### src/rtl/vga_sprite_compositor.sv
// rtl/vga_sprite_compositor.sv - VGA timing generator and two-sprite compositor
// Drives DrawX/DrawY to the sprite producers and merges their answers into 24-bit VGA colour.
module vga_sprite_compositor #(
  parameter int          H_VISIBLE       = 640,
  parameter int          H_FRONT         = 16,
  parameter int          H_SYNC          = 96,
  parameter int          H_BACK          = 48,
  parameter int          V_VISIBLE       = 480,
  parameter int          V_FRONT         = 10,
  parameter int          V_SYNC          = 2,
  parameter int          V_BACK          = 33,
  parameter logic [7:0]  TRANSPARENT_IDX = 8'h00
) (
  input  logic       Clk,
  input  logic       Reset,
  input  logic       is_fireboy,
  input  logic [7:0] fireboy_data,
  input  logic       is_icegirl,
  input  logic [7:0] icegirl_data,
  input  logic [7:0] background_data,
  output logic       pixel_en,
  output logic [9:0] DrawX,
  output logic [9:0] DrawY,
  output logic       frame_clk,
  output logic       VGA_HS,
  output logic       VGA_VS,
  output logic       VGA_BLANK_N,
  output logic [7:0] VGA_R,
  output logic [7:0] VGA_G,
  output logic [7:0] VGA_B
);

  localparam logic [9:0] H_VIS    = 10'(H_VISIBLE);
  localparam logic [9:0] V_VIS    = 10'(V_VISIBLE);
  localparam logic [9:0] H_LAST   = 10'(H_VISIBLE + H_FRONT + H_SYNC + H_BACK - 1);
  localparam logic [9:0] V_LAST   = 10'(V_VISIBLE + V_FRONT + V_SYNC + V_BACK - 1);
  localparam logic [9:0] HS_FIRST = 10'(H_VISIBLE + H_FRONT);
  localparam logic [9:0] HS_LAST  = 10'(H_VISIBLE + H_FRONT + H_SYNC - 1);
  localparam logic [9:0] VS_FIRST = 10'(V_VISIBLE + V_FRONT);
  localparam logic [9:0] VS_LAST  = 10'(V_VISIBLE + V_FRONT + V_SYNC - 1);

  logic       r_pixel_en;
  logic [9:0] r_draw_x;
  logic [9:0] r_draw_y;
  logic       r_frame_clk;

  logic       r_s1_fb;
  logic       r_s1_ig;
  logic       r_s1_hs;
  logic       r_s1_vs;
  logic       r_s1_blank_n;

  logic       r_hs;
  logic       r_vs;
  logic       r_blank_n;
  logic [7:0] r_red;
  logic [7:0] r_green;
  logic [7:0] r_blue;

  logic [9:0] w_next_x;
  logic [9:0] w_next_y;
  logic       w_vs_next;
  logic       w_hs_raw;
  logic       w_vs_raw;
  logic       w_blank_n_raw;
  logic [7:0] w_pix;
  logic [7:0] w_red;
  logic [7:0] w_green;
  logic [7:0] w_blue;

  always_comb begin
    w_next_x = r_draw_x;
    w_next_y = r_draw_y;
    if (r_pixel_en) begin
      if (r_draw_x == H_LAST) begin
        w_next_x = 10'd0;
        w_next_y = (r_draw_y == V_LAST) ? 10'd0 : r_draw_y + 10'd1;
      end else begin
        w_next_x = r_draw_x + 10'd1;
      end
    end
  end

  // frame_clk follows the counter with no delay, so it is computed from the next line number
  assign w_vs_next     = !((w_next_y >= VS_FIRST) && (w_next_y <= VS_LAST));
  assign w_hs_raw      = !((r_draw_x >= HS_FIRST) && (r_draw_x <= HS_LAST));
  assign w_vs_raw      = !((r_draw_y >= VS_FIRST) && (r_draw_y <= VS_LAST));
  assign w_blank_n_raw = (r_draw_x < H_VIS) && (r_draw_y < V_VIS);

  always_comb begin
    w_pix = background_data;
    if (r_s1_fb && (fireboy_data != TRANSPARENT_IDX)) begin
      w_pix = fireboy_data;
    end else if (r_s1_ig && (icegirl_data != TRANSPARENT_IDX)) begin
      w_pix = icegirl_data;
    end
  end

  always_comb begin
    w_red   = 8'h00;
    w_green = 8'h00;
    w_blue  = 8'h00;
    if (r_s1_blank_n) begin
      w_red   = {w_pix[7:5], w_pix[7:5], w_pix[7:6]};
      w_green = {w_pix[4:2], w_pix[4:2], w_pix[4:3]};
      w_blue  = {w_pix[1:0], w_pix[1:0], w_pix[1:0], w_pix[1:0]};
    end
  end

  // Stage 1 takes the combinational hit flags; stage 2 meets the 1-cycle ROM data
  always_ff @(posedge Clk) begin
    if (Reset) begin
      r_pixel_en   <= 1'b0;
      r_draw_x     <= 10'd0;
      r_draw_y     <= 10'd0;
      r_frame_clk  <= 1'b1;
      r_s1_fb      <= 1'b0;
      r_s1_ig      <= 1'b0;
      r_s1_hs      <= 1'b1;
      r_s1_vs      <= 1'b1;
      r_s1_blank_n <= 1'b0;
      r_hs         <= 1'b1;
      r_vs         <= 1'b1;
      r_blank_n    <= 1'b0;
      r_red        <= 8'h00;
      r_green      <= 8'h00;
      r_blue       <= 8'h00;
    end else begin
      r_pixel_en   <= ~r_pixel_en;
      r_draw_x     <= w_next_x;
      r_draw_y     <= w_next_y;
      r_frame_clk  <= w_vs_next;
      r_s1_fb      <= is_fireboy;
      r_s1_ig      <= is_icegirl;
      r_s1_hs      <= w_hs_raw;
      r_s1_vs      <= w_vs_raw;
      r_s1_blank_n <= w_blank_n_raw;
      r_hs         <= r_s1_hs;
      r_vs         <= r_s1_vs;
      r_blank_n    <= r_s1_blank_n;
      r_red        <= w_red;
      r_green      <= w_green;
      r_blue       <= w_blue;
    end
  end

  assign pixel_en    = r_pixel_en;
  assign DrawX       = r_draw_x;
  assign DrawY       = r_draw_y;
  assign frame_clk   = r_frame_clk;
  assign VGA_HS      = r_hs;
  assign VGA_VS      = r_vs;
  assign VGA_BLANK_N = r_blank_n;
  assign VGA_R       = r_red;
  assign VGA_G       = r_green;
  assign VGA_B       = r_blue;

endmodule
### config.mk
export PLATFORM = sky130hd
export DESIGN_NAME = vga_sprite_compositor
export DESIGN_NICKNAME = d
export VERILOG_FILES = /design/src/rtl/vga_sprite_compositor.sv
export SDC_FILE = /design/constraint.sdc
export NUM_CORES = 1
export LEC_CHECK = 0
export CAP_MARGIN = 40
export CORE_MARGIN = 3
export CORE_UTILIZATION = 35
export CTS_CLUSTER_SIZE = 20
export DETAILED_ROUTE_END_ITERATION = 10
export HOLD_SLACK_MARGIN = 0.05
export PLACE_DENSITY = 0.71
export SKIP_LAST_GASP = 1
export SLEW_MARGIN = 20
export SYNTH_ARGS = -nofsm -noshare
export SYNTH_HDL_FRONTEND = slang
export SYNTH_SLANG_ARGS = --single-unit
### constraint.sdc
create_clock -name Clk -period 5.1 [get_ports Clk]
set_clock_uncertainty 0.15 [all_clocks]
set_input_delay 0.765 -clock Clk [delete_from_list [all_inputs] [get_ports Clk]]
set_output_delay 0.765 -clock Clk [all_outputs]
set_load 0.05 [all_outputs]
# Word level (Yosys, flattened, before mapping)
# Index checks and enable logic that the tools add are counted.
# W data, S select, Z words.
# totals
wordCells	47
output_inout_bits	49
register_bits	54
in_bits	28
# classes
magnitude_cmp	8
addsub	2
n_eq_ne	2
muxes	6
n_bitwise	2
reduce_logical	12
# ops
operator	n
$mux W10	4
$add A10 B1 Y10 const B	2
$eq A10 B10 Y1 const B	2
$ge A10 B9 Y1 const B	2
$le A10 B9 Y1 const B	2
$mux W8	2
$reduce_bool A8 Y1	2
$ge A10 B10 Y1 const B	1
$le A10 B10 Y1 const B	1
$lt A10 B10 Y1 const B	1
$lt A10 B9 Y1 const B	1
$logic_and A1 B1 Y1	6
$logic_not A1 Y1	3
$not A1 Y1	2
$reduce_or A2 Y1	1

# Logic depth before layout (Yosys ltp)
# Gate-level depths: netlist of run 1.
# depth
ltp_word	7
mapped_depth	7
mapped_depth_nobuf	7

# Least setup slack after synthesis of run 1
# No wires, ideal clock.
# synth_timing
path_kind	register to register
start	register r_draw_x[0], in the netlist DrawX[0]
end	register r_frame_clk, in the netlist frame_clk
setup_time_ns	0.136
path_buffers	1
slack_ns	2.638
arrival_ns	2.177
path_stages_with_launch	8
path_cell_list	dfxtp_1 -> ha_1 -> nand3_1 -> or3_1 -> clkbuf_1 -> o21a_1 -> o32ai_1 -> nand4b_1
# synth_via
elab_chain_cells	6
# synth_rtl
element	line_no	source
start: declaration	43	logic [9:0] r_draw_x;
start signal: assignment	130	r_draw_x <= w_next_x;
$eq A10 B10 Y1 *	75	if (r_draw_x == H_LAST) begin
$mux W10 *	75	
$mux W10 *	74	if (r_pixel_en) begin
$ge A10 B9 Y1 or $le A10 B9 Y1 (tied branches)	85	assign w_vs_next = !((w_next_y >= VS_FIRST) && (w_next_y <= VS_LAST));
$logic_and A1 B1 Y1 *	85	
$logic_not A1 Y1 *	85	
end signal: assignment	132	r_frame_clk <= w_vs_next;
end: declaration	45	logic r_frame_clk;
# Mark *: on every way between the ends. The rest lies on a longest branch, timed or not.
# A chain may end at the register's enable or synchronous reset.

# Worst setup path after layout of run 1
# layout_timing
start	input port fireboy_data[4]
end	register r_green[6], in the netlist VGA_G[6]
# layout_via
elab_chain_cells	3
# layout_rtl
element	line_no	source
start: declaration	17	input logic [7:0] fireboy_data,
$reduce_bool A8 Y1	92	if (r_s1_fb && (fireboy_data != TRANSPARENT_IDX)) begin
$logic_and A1 B1 Y1	92	
$mux W8	92	
end signal: assignment	142	r_green <= w_green;
end: declaration	57	logic [7:0] r_green;
# Every way passes these cells.

==> results of run 1 <==
==> power by group <==
group / internal (uW) / total (uW) / switching, uW / leakage [uW]
Combinational: 47.2 / 113 / 66.1 / 0.000587
Clock: 137 / 245 / 108 / 0.0000575
Sequential: 304 / 311 / 7.66 / 0.000309
Total: 487 / 669 / 182 / 0.000953
==> path summary, 6_finish.rpt <==
check                  startpoint        end
hold reg to reg           r_s1_vs     VGA_VS
hold / removal            r_s1_vs     VGA_VS
setup reg to reg         DrawX[0]  frame_clk
setup / recovery  fireboy_data[4]   VGA_G[6]
==> metal layers <==
layer,global-route usage [%],up-vias
met4,6.08,0
met1,18.8,831
met2,25.6,83
li1,-,921
met3,5.32,8
met5,0,-
==> per-stage QoR <==
| step | worst slack, ns | hold slack [ns] | area [sq um] | utilization, % |
|---|---|---|---|---|
| 2_1_floorplan | 2.64 | 0.239 | 1970 | - |
| 3_3_place_gp | 2.04 | 0.242 | 2640 | 50.0 |
| 3_5_place_dp | 2.14 | 0.250 | 2660 | 50.5 |
| 4_1_cts | 2.41 | 0.270 | 2770 | 52.6 |
| 5_1_grt | 2.27 | 0.289 | 2770 | 52.6 |
| 6_report | 2.43 | 0.265 | 2770 | 52.6 |
==> cell usage in the layout, fill, tap and decap left out, types with 5 or more instances in the layout <==
cell                               n
sky130_fd_sc_hd__inv_1             8
sky130_fd_sc_hd__ha_1              5
sky130_fd_sc_hd__a311oi_1          9
sky130_fd_sc_hd__or3_1             5
sky130_fd_sc_hd__nor2_1           25
sky130_fd_sc_hd__xor2_1            8
sky130_fd_sc_hd__clkdlybuf4s50_1  76
sky130_fd_sc_hd__clkbuf_8          8
sky130_fd_sc_hd__dfxtp_1          38
sky130_fd_sc_hd__nand2_1          27
sky130_fd_sc_hd__nand3_1          10
sky130_fd_sc_hd__nand4_1           9
sky130_fd_sc_hd__nor3_1           13
sky130_fd_sc_hd__xnor2_1           9
==> state kept, by name, indices dropped and copies added, names as in the netlist, 2 cells and up <==
name   cells
DrawX     10
DrawY     10
VGA_G      3
VGA_R      3
VGA_B      2
==> worst max-delay path, cell delays in order <==
cell and delay, ns:
sky130_fd_sc_hd__clkdlybuf4s50_1 0.43, sky130_fd_sc_hd__or4_1 0.54, sky130_fd_sc_hd__o21ai_1 0.48, sky130_fd_sc_hd__buf_4 0.25
sky130_fd_sc_hd__nor2_1 0.04, sky130_fd_sc_hd__a311oi_1 0.21
==> area by class of cell <==
class / instances / area, sq um / area share, %
clock buffers: 8 / 110 / 3.97
inverters: 8 / 30.0 / 1.08
multi-input cells: 161 / 991 / 35.8
flip-flops and latches: 38 / 761 / 27.5
well taps: 70 / 87.6 / 3.16
repair buffers: 79 / 791 / 28.5
==> kinds of logic after synthesis <==
group	after synthesis	synth area share, %
flip-flops	38	38.7
AO/OA/AOI/OAI	25	9.60
XOR/XNOR	17	7.57
buffers and inverters	37	11.0
AND/OR/NAND/NOR	114	30.0
adder cells (fa/ha/maj)	5	3.18
==> results_tabular.tex, run 1 <==
\begin{tabular}{lr}
\hline
Metric & Value \\
\hline
\multicolumn{2}{l}{\textbf{CTS}} \\
Hold-fix buffer count after cts & 0 \\
Number of buffers inserted during clock tree synthesis & 5 \\
Latest clock arrival within the worst-skew pair & 0.30 ns \\
Total setup buffers inserted after CTS & 0 \\
Number of gates given a new drive strength after cts & 0 \\
Clock sink count & 38 \\
Clock tree from TritonCTS & yes \\
Root Buffer & sky130\_fd\_sc\_hd\_\_clkbuf\_8 \\
Clock slew seen by the registers of the worst setup and hold paths & 0.08 ns \\
Largest buffer count on any clock path & 2 \\
H-tree level count & 2 \\
\multicolumn{2}{l}{\textbf{Global routing}} \\
Pin count of the biggest net entering global routing & 17 \\
First-pass GRT wire length & 7890 um \\
Vias in the first global route & 1677 \\
Global-route usage over all layers & 15.6\% \\
Total congestion overflow & 0 \\
Antenna violations before repair & 0 \\
\multicolumn{2}{l}{\textbf{Routing}} \\
DRT Pass-1 Iters & 4 \\
Routed wl met3 & 520 um \\
Met1 layer wirelength in the final routing & 2150 um \\
Routed Wire Length & 5010 um \\
Via total after detailed routing & 1843 \\
Starting DRC count in detailed routing & 59 \\
Top routing layer in use & met4 \\
Routed WL per cell & 13.8 um \\
Number of routed nets with antenna violations & 0 \\
Routed via count divided by cell count & 5.06 \\
Drc violations & 0 \\
Met2 Routed Length & 2260 um \\
\multicolumn{2}{l}{\textbf{Worst setup path}} \\
Critical path class & in -> reg \\
Arr. time, crit path & 2.73 ns \\
Startpoint type of the worst setup path & primary input \\
Type of destination of the critical path & flop \\
Register-to-register setup slack & 2.84 ns \\
Path depth of the worst reg2reg path & 6 \\
Required arrival time at the worst endpoint & 5.16 ns \\
Peak fanout along the critical path & 9 \\
\multicolumn{2}{l}{\textbf{Logic synthesis}} \\
Flip-flop and latch count after synthesis & 38 \\
Share of the yosys chip area belonging to registers & 38.7\% \\
Top flip-flop cell by instance count after synthesis & sky130\_fd\_sc\_hd\_\_dfxtp\_1 \\
Count of flip-flops with a built-in enable after synthesis & 0 \\
Total standard cell area after synthesis & 1970 sq um \\
Number of instances in the synthesized netlist & 236 \\
Main area contributors after synthesis & sky130\_fd\_sc\_hd\_\_dfxtp\_1, sky130\_fd\_sc\_hd\_\_buf\_4, sky130\_fd\_sc\_hd\_\_nand2\_1 \\
Number of warnings printed during yosys synthesis & 0 \\
Syn nets & 269 \\
Number of distinct library cells after synthesis & 40 \\
Share of synthesized flip-flops with an asynchronous set or reset & 0\% \\
Post-Synthesis Mean Instance Area & 8.34 sq um \\
Proportion of netlist area held by the largest area contributor & 38.7\% \\
Largest area contributor in the synthesized netlist & sky130\_fd\_sc\_hd\_\_dfxtp\_1 \\
Dominant cell by count in the synthesized netlist & sky130\_fd\_sc\_hd\_\_dfxtp\_1 \\
Most numerous cell types in the synthesized netlist & sky130\_fd\_sc\_hd\_\_dfxtp\_1, sky130\_fd\_sc\_hd\_\_nand2\_1, sky130\_fd\_sc\_hd\_\_nor2\_1 \\
\multicolumn{2}{l}{\textbf{Placement}} \\
DPL Wire Length & 3800 um \\
GP Congestion & 0.827 \\
Cell total after placement & 356 \\
Quantity of I/O buffers inserted on ports & 76 \\
\multicolumn{2}{l}{\textbf{Cells and area}} \\
Diodes inserted & 0 \\
Final nets & 326 \\
Share of cells above drive strength 1 & 5.44\% \\
Count of filler cells inserted in the layout & 513 \\
Area growth syn-to-layout & 40.8\% \\
Post-route insts no fill & 364 \\
\multicolumn{2}{l}{\textbf{Timing}} \\
Setup TNS & 0 ns \\
Actual transition at the worst max-transition pin & 0.561 ns \\
Fraction of the cycle the final worst path needs & 52.4\% \\
Fmax achieved & 0.374 GHz \\
Final setup violation count & 0 \\
Final hold viol count & 0 \\
Post-layout minimum cycle time & 2.67 ns \\
Relative slew slack & 62.3\% \\
Slew Limit Fails & 0 \\
Unrepaired setup endpoints after global routing & no \\
\multicolumn{2}{l}{\textbf{Floorplan}} \\
I/O pin total & 77 \\
Die extent in y & 81.0 um \\
Width of the die & 81.0 um \\
Die footprint & 6560 sq um \\
Num rows & 26 \\
Starting utilization of the core area & 37.3\% \\
Area of the placeable core & 5270 sq um \\
\multicolumn{2}{l}{\textbf{Run}} \\
Count of max-cap constraint violations & 0 \\
\multicolumn{2}{l}{\textbf{Hold path}} \\
Hold Path Depth & 1 \\
Min-delay worst type & reg -> reg \\
\multicolumn{2}{l}{\textbf{Pwr}} \\
Leakage power & 0.000953 uW \\
Total power divided by cell area & 242 nW/um\^{}2 \\
Overall power & 669 uW \\
Peak supply drop & 0.160 mV \\
\multicolumn{2}{l}{\textbf{Outcome}} \\
Result of the run & completed \\
\hline
\end{tabular}
No activity file was read; power rests on OpenSTA's default activity.
==> run 2: changes to the inputs <==
--- a/config.mk
+++ b/config.mk
@@ -11,7 +11,7 @@
 export CTS_CLUSTER_SIZE = 20
 export DETAILED_ROUTE_END_ITERATION = 10
 export HOLD_SLACK_MARGIN = 0.05
-export PLACE_DENSITY = 0.71
+export PLACE_DENSITY = 0.73
 export SKIP_LAST_GASP = 1
 export SLEW_MARGIN = 20
 export SYNTH_ARGS = -nofsm -noshare
==> constraint.sdc (replaced) <==
create_clock -name Clk -period 2.3 [get_ports Clk]
set_clock_uncertainty 0.15 [all_clocks]
set_input_delay 0.345 -clock Clk [delete_from_list [all_inputs] [get_ports Clk]]
set_output_delay 0.345 -clock Clk [all_outputs]
set_load 0.05 [all_outputs]
==> run 2 against run 1 <==
Net effect: routed wire length rose by 1.7%; hold slack worse by 0.0043 ns; final area is 4.5% higher; flip-flop and latch count is the same; critical endpoint is now pixel_en; sequential power grew 120%; critical path type is now reg -> out.
==> results_tabular.tex, run 2 (same netlist as run 1, synthesis figures left out) <==
\begin{tabular}{lr}
\hline
Metric & Value \\
\hline
\multicolumn{2}{l}{\textbf{Outcome}} \\
Result of the run & completed \\
\multicolumn{2}{l}{\textbf{Routing}} \\
Starting DRC count in detailed routing & 29 (-51\%) \\
Via total after detailed routing & 1941 (+5.3\%) \\
Drc violations & 0 (unchanged) \\
Routed Wire Length & 5090 um (+1.7\%) \\
Routed via count divided by cell count & 5.09 (+0.62\%) \\
Number of routed nets with antenna violations & 0 (unchanged) \\
DRT Pass-1 Iters & 5 (+1) \\
Routed WL per cell & 13.4 um (-2.8\%) \\
\multicolumn{2}{l}{\textbf{Timing}} \\
Final setup violation count & 0 (unchanged) \\
Setup TNS & 0 ns (unchanged) \\
Relative slew slack & 64.8\% (+2.5 points) \\
Final hold viol count & 0 (unchanged) \\
Fmax achieved & 0.451 GHz \\
Slew Limit Fails & 0 (unchanged) \\
Post-layout minimum cycle time & 2.22 ns \\
Actual transition at the worst max-transition pin & 0.526 ns (-0.0356 ns) \\
Unrepaired setup endpoints after global routing & no \\
Fraction of the cycle the final worst path needs & 96.4\% \\
\multicolumn{2}{l}{\textbf{Worst setup path}} \\
Family of cells with the greatest summed delay on the critical path & buffers and inverters \\
Series of cell instances along the critical path & buf\_4 -> clkdlybuf4s50\_1 \\
Crit path buffers/inverters & 2 (unchanged) \\
Critical path class & reg -> out \\
Slowest cell on the critical path & sky130\_fd\_sc\_hd\_\_clkdlybuf4s50\_1 \\
Startpoint type of the worst setup path & flop \\
Peak fanout along the critical path & 8 (-1) \\
Required arrival time at the worst endpoint & 1.80 ns (-3.36 ns) \\
Arr. time, crit path & 1.72 ns (-1.01 ns) \\
Type of destination of the critical path & primary output \\
Biggest cell delay along the critical path & 0.81 ns (+0.27 ns) \\
\multicolumn{2}{l}{\textbf{Cells and area}} \\
Diodes inserted & 0 (unchanged) \\
Area taken by flip-flops and latches & 766 sq um (+0.66\%) \\
Area occupied by multi-input gates & 996 sq um (+0.51\%) \\
Final nets & 343 (+5.2\%) \\
Count of filler cells inserted in the layout & 484 (-5.7\%) \\
Post-route insts no fill & 381 (+4.7\%) \\
Top library cells by usage in the layout, fill and taps aside & sky130\_fd\_sc\_hd\_\_clkdlybuf4s50\_1, sky130\_fd\_sc\_hd\_\_dfxtp\_1, sky130\_fd\_sc\_hd\_\_nand2\_1 \\
Share of cells above drive strength 1 & 11.9\% (+6.5 points) \\
Area growth syn-to-layout & 47.0\% \\
Leading cell type in the layout, fill and taps excluded & sky130\_fd\_sc\_hd\_\_clkdlybuf4s50\_1 \\
\multicolumn{2}{l}{\textbf{Pwr}} \\
Gate power share & 18.3\% (+1.4 points) \\
Overall power & 1430 uW (+110\%) \\
Leakage power & 0.00104 uW (+8.9\%) \\
Sequential cell fraction of total power & 48.3\% (+1.8 points) \\
Total power divided by cell area & 493 nW/um\^{}2 (+100\%) \\
Clk pwr share & 33.4\% (-3.1 points) \\
Sw Ratio & 28.1\% (+0.91 points) \\
Peak supply drop & 0.280 mV (+76\%) \\
Int Power & 1030 uW (+110\%) \\
Net switching power & 400 uW (+120\%) \\
\multicolumn{2}{l}{\textbf{Floorplan}} \\
Width of the die & 81.0 um (unchanged) \\
Starting utilization of the core area & 37.3\% (unchanged) \\
Area of the placeable core & 5270 sq um (unchanged) \\
I/O pin total & 77 (unchanged) \\
Die extent in y & 81.0 um (unchanged) \\
Num rows & 26 (unchanged) \\
Die footprint & 6560 sq um (unchanged) \\
\multicolumn{2}{l}{\textbf{CTS}} \\
H-tree level count & 2 (unchanged) \\
Number of gates given a new drive strength after cts & 0 (unchanged) \\
Hold-fix buffer count after cts & 0 (unchanged) \\
Clock sink count & 38 (unchanged) \\
Total setup buffers inserted after CTS & 0 (unchanged) \\
Largest buffer count on any clock path & 2 (unchanged) \\
Clock slew seen by the registers of the worst setup and hold paths & 0.07 ns (about the same) \\
Clock tree from TritonCTS & yes \\
Number of buffers inserted during clock tree synthesis & 5 (unchanged) \\
Root Buffer & sky130\_fd\_sc\_hd\_\_clkbuf\_8 \\
Latest clock arrival within the worst-skew pair & 0.29 ns (about the same) \\
\multicolumn{2}{l}{\textbf{Run}} \\
Count of max-cap constraint violations & 0 (unchanged) \\
\multicolumn{2}{l}{\textbf{Placement}} \\
GP Congestion & 0.860 (+4.0\%) \\
Quantity of I/O buffers inserted on ports & 76 (unchanged) \\
Cell total after placement & 373 (+4.8\%) \\
DPL Wire Length & 3920 um (+3.3\%) \\
\multicolumn{2}{l}{\textbf{Global routing}} \\
Antenna violations before repair & 0 (unchanged) \\
Vias in the first global route & 1873 (+12\%) \\
Pin count of the biggest net entering global routing & 17 (unchanged) \\
First-pass GRT wire length & 8340 um (+5.8\%) \\
Global-route usage over all layers & 16.3\% (+0.65 points) \\
Total congestion overflow & 0 (unchanged) \\
\multicolumn{2}{l}{\textbf{Hold path}} \\
Min-delay worst type & reg -> reg \\
\hline
\end{tabular}
run 2: cell types whose count changed in the layout (fill, tap and decap cells not counted), moves of 2 or more:
cell,change
sky130_fd_sc_hd__buf_4,+17
sky130_fd_sc_hd__dfxtp_1,-4
sky130_fd_sc_hd__dfxtp_2,+4
sky130_fd_sc_hd__clkbuf_8,-2
run 2: path summary, 6_finish.rpt:
kind	slack (ns)	from	depth (start not counted)	endpoint
max	0.08	pixel_en	2	pixel_en
min	0.26	r_s1_vs	1	VGA_VS
max reg2reg	0.12	DrawX[8]	5	frame_clk
min reg2reg	0.26	r_s1_vs	1	VGA_VS
run 2: power groups by stage:
stage	combinational [uW]	clock, uW	sequential, uW
2_1_floorplan	118	0	745
3_3_place_gp	260	0	704
3_5_place_dp	261	0	705
4_1_cts	262	489	689
5_1_grt	275	529	691
6_report	261	477	689
run 2: layout make-up:
cell class	instances	area share [%]
flip-flops and latches	38	26.5
clock inverters	1	0.173
inverters	8	1.04
well taps	70	3.03
repair buffers	96	31.9
multi-input cells	161	34.4
clock buffers	7	2.98
run 2: worst register-to-register path: stages (launching register included):
cell	delay [ns]
sky130_fd_sc_hd__dfxtp_2	0.39
sky130_fd_sc_hd__or3b_4	0.43
sky130_fd_sc_hd__nor3_1	0.37
sky130_fd_sc_hd__nand4_1	0.18
sky130_fd_sc_hd__a2111oi_2	0.39
sky130_fd_sc_hd__nand4b_1	0.14
run 2: metal layers:
layer / vias up / track usage (%) / wire length (um)
li1: 959 / - / -
met1: 888 / 19.5 / 2150
met2: 85 / 26.9 / 2350
met3: 9 / 4.55 / 499
met4: 0 / 7.43 / 92
met5: - / 0 / 0
run 2: stage by stage:
step / setup slack (ns) / hold WS [ns] / utilization (%) / instance area [sq um]
6_report: 0.0831 / 0.260 / 54.9 / 2890
2_1_floorplan: 0.0145 / 0.239 / - / 1970
5_1_grt: 0.0113 / 0.289 / 54.9 / 2890
3_3_place_gp: 0.0834 / 0.242 / 53.1 / 2800
4_1_cts: 0.0676 / 0.265 / 54.8 / 2890
3_5_place_dp: 0.0621 / 0.247 / 53.1 / 2800
==> RTL change: new RTL, flow settings as in run 1 <==
Make the reset (`Reset`) asynchronous in one clocked block.
--- a/src/rtl/vga_sprite_compositor.sv
+++ b/src/rtl/vga_sprite_compositor.sv
@@ -108,7 +108,7 @@
   end
 
   // Stage 1 takes the combinational hit flags; stage 2 meets the 1-cycle ROM data
-  always_ff @(posedge Clk) begin
+  always_ff @(posedge Clk or posedge Reset) begin
     if (Reset) begin
       r_pixel_en   <= 1'b0;
       r_draw_x     <= 10'd0;
Check against the original RTL: differs if Reset is asserted again (counterexample within 4 cycles, from zero or initial values and one cycle with Reset high); with Reset held inactive, the same outputs for 10 cycles.
==> RTL change against run 1 <==
- sequential cell count is the same
- setup slack lost 0.038 ns
- total power rose by 4.7%
- wire length fell by 3.0%
- combinational power grew 21%
- synthesized area rose by 3.7%
- die area is 3.4% higher
- via count decreased by 7.0%
- final area is 2.8% higher
- non-clock buffer count down 1
- highest routed layer unchanged
==> RTL change: results (changes against run 1) <==
- PortBufs: 76 (unchanged)
- Internal power: 0.5052 mW (+3.6%)
- Ant. Diodes: 0 (unchanged)
- Clock slew at reported path FFs: 0.08 ns (about the same)
- Pin count of the biggest net entering global routing: 39 (+22)
- CP arrival: 2.74 ns (about the same)
- Skew-Pair Late Insertion Delay: about 0.29 ns
- Hold WS: 0.2093 ns (-0.05550 ns)
- Post-synth ARST share: 100.0% (+100 points)
- Via-per-instance ratio: 5.026 (-0.73%)
- Overall routing resource usage: 15.27% (-0.37 points)
- Starting DRT DRC Count: 68 (+15%)
- CTS root buffer: clkbuf_8
- Max FO, Critical Path: 8 (-1)
- Status: finished clean
- Wirelength, routed: 4855 um (-3.0%)
- Hpwl dp: 3581 um (-5.7%)
- Reg2reg setup slack: 2.55 ns (-0.29 ns)
- GP Congestion: 0.7587 (-8.3%)
- Synth area leaders: dfrtp_1 (40%), dfstp_2 (6.4%), buf_4 (5.9%), mux2i_1 (3.9%), o21ai_0 (3.9%)
- Maximum vdd drop: 0.1255 mV (-21%)
- First drt pass iteration count: 4 (unchanged)
- H-tree Lvls: 2 (unchanged)
- Leak: 1.164 nW (+22%)
- Post-CTS setup buffer count: 0 (unchanged)
- Max-slew headroom: 49.77% (-13 points)
- Total CTS buffers: 5 (unchanged)
- First-pass GRT wire length: 7935 um (+0.62%)
- Vias in the first global route: 1685 (+0.48%)
- # nets final: 301 (-7.7%)
- Hold Crit Class: reg2reg
- Seq/Total Area, Yosys: 46.90% (+8.3 points)
- Synth warn: 0 (unchanged)
- Max Buffers Root-to-Sink: 2 (unchanged)
- Share of cells above drive strength 1: 7.435% (+2.0 points)
- Syn nets: 241 (-10%)
- Initial antenna violation count: 0 (unchanged)
- Post-synth top cells: dfrtp_1 (33), nand2_1 (20), buf_4 (16), o21ai_0 (16), nand3_1 (12)
- Netlist cell types: 38 (-5.0%)
- Post-cts sizing count: 0 (unchanged)
## RTL change: cell families (layout without fill, tap and decap cells)
family,after synthesis,in the layout,synth area share (%)
mux,8,8,3.924
fa+ha+maj,5,5,3.066
compound gates,31,31,9.565
xor+xnor,13,13,5.579
simple gates,80,80,21.34
flops,38,38,46.90
buf+inv,33,94,9.626
## RTL change: power by group through the flow
stage	clock network (mW)	logic, mW	registers (mW)
2_1_floorplan	0	0.0747	0.337
3_5_place_dp	0	0.138	0.319
4_1_cts	0.259	0.138	0.313
5_1_grt	0.269	0.145	0.314
3_3_place_gp	0	0.138	0.319
6_report	0.250	0.137	0.313
## RTL change: layout make-up
cell class / instances / area (um^2)
fillers: 534 / 2725
flip-flops and latches: 38 / 957.2
multi-input cells: 137 / 887.1
repair buffers: 78 / 775.7
well taps: 72 / 90.09
clock buffers: 5 / 68.82
clock inverters: 3 / 40.04
inverters: 8 / 30.03
## RTL change: metal layers
metal	track usage, %	share of wire [%]	routed length [um]
met2	25.40	48	2329
met5	0	0	0
met4	4.983	1.6	80
met3	4.447	8.3	401
met1	18.96	42	2043
## RTL change: path summary, 6_finish.rpt
path / cells past startpoint / endpoint / start
hold reg to reg: 0 / VGA_VS$_DFF_PP1_ / r_s1_vs$_DFF_PP1_
hold / removal: 0 / VGA_VS$_DFF_PP1_ / r_s1_vs$_DFF_PP1_
max in group asynchronous: 3 / r_s1_hs$_DFF_PP1_ / Reset
min in group asynchronous: 3 / VGA_BLANK_N$_DFF_PP0_ / Reset
setup / recovery: 6 / VGA_G[5]$_DFF_PP0_ / icegirl_data[4]
setup reg to reg: 6 / frame_clk$_DFF_PP1_ / DrawX[1]$_DFFE_PP0P_
## RTL change: worst max-delay path, cell delays in order
cell,delay [ns]
clkdlybuf4s50_1,0.43
or4_1,0.58
o21ai_2,0.46
mux2i_1,0.24
o21ai_0,0.08
and2_1,0.19
## RTL change: through the flow
step           area, um^2  instances  power, mW  setup slack [ns]
4_1_cts              2849        341     0.7107             2.391
6_report             2849        341     0.7003             2.389
2_1_floorplan        2041        208     0.4119             2.434
3_3_place_gp         2740        333     0.4564             2.083
3_5_place_dp         2740        333     0.4572             2.087
5_1_grt              2849        341     0.7281             2.279
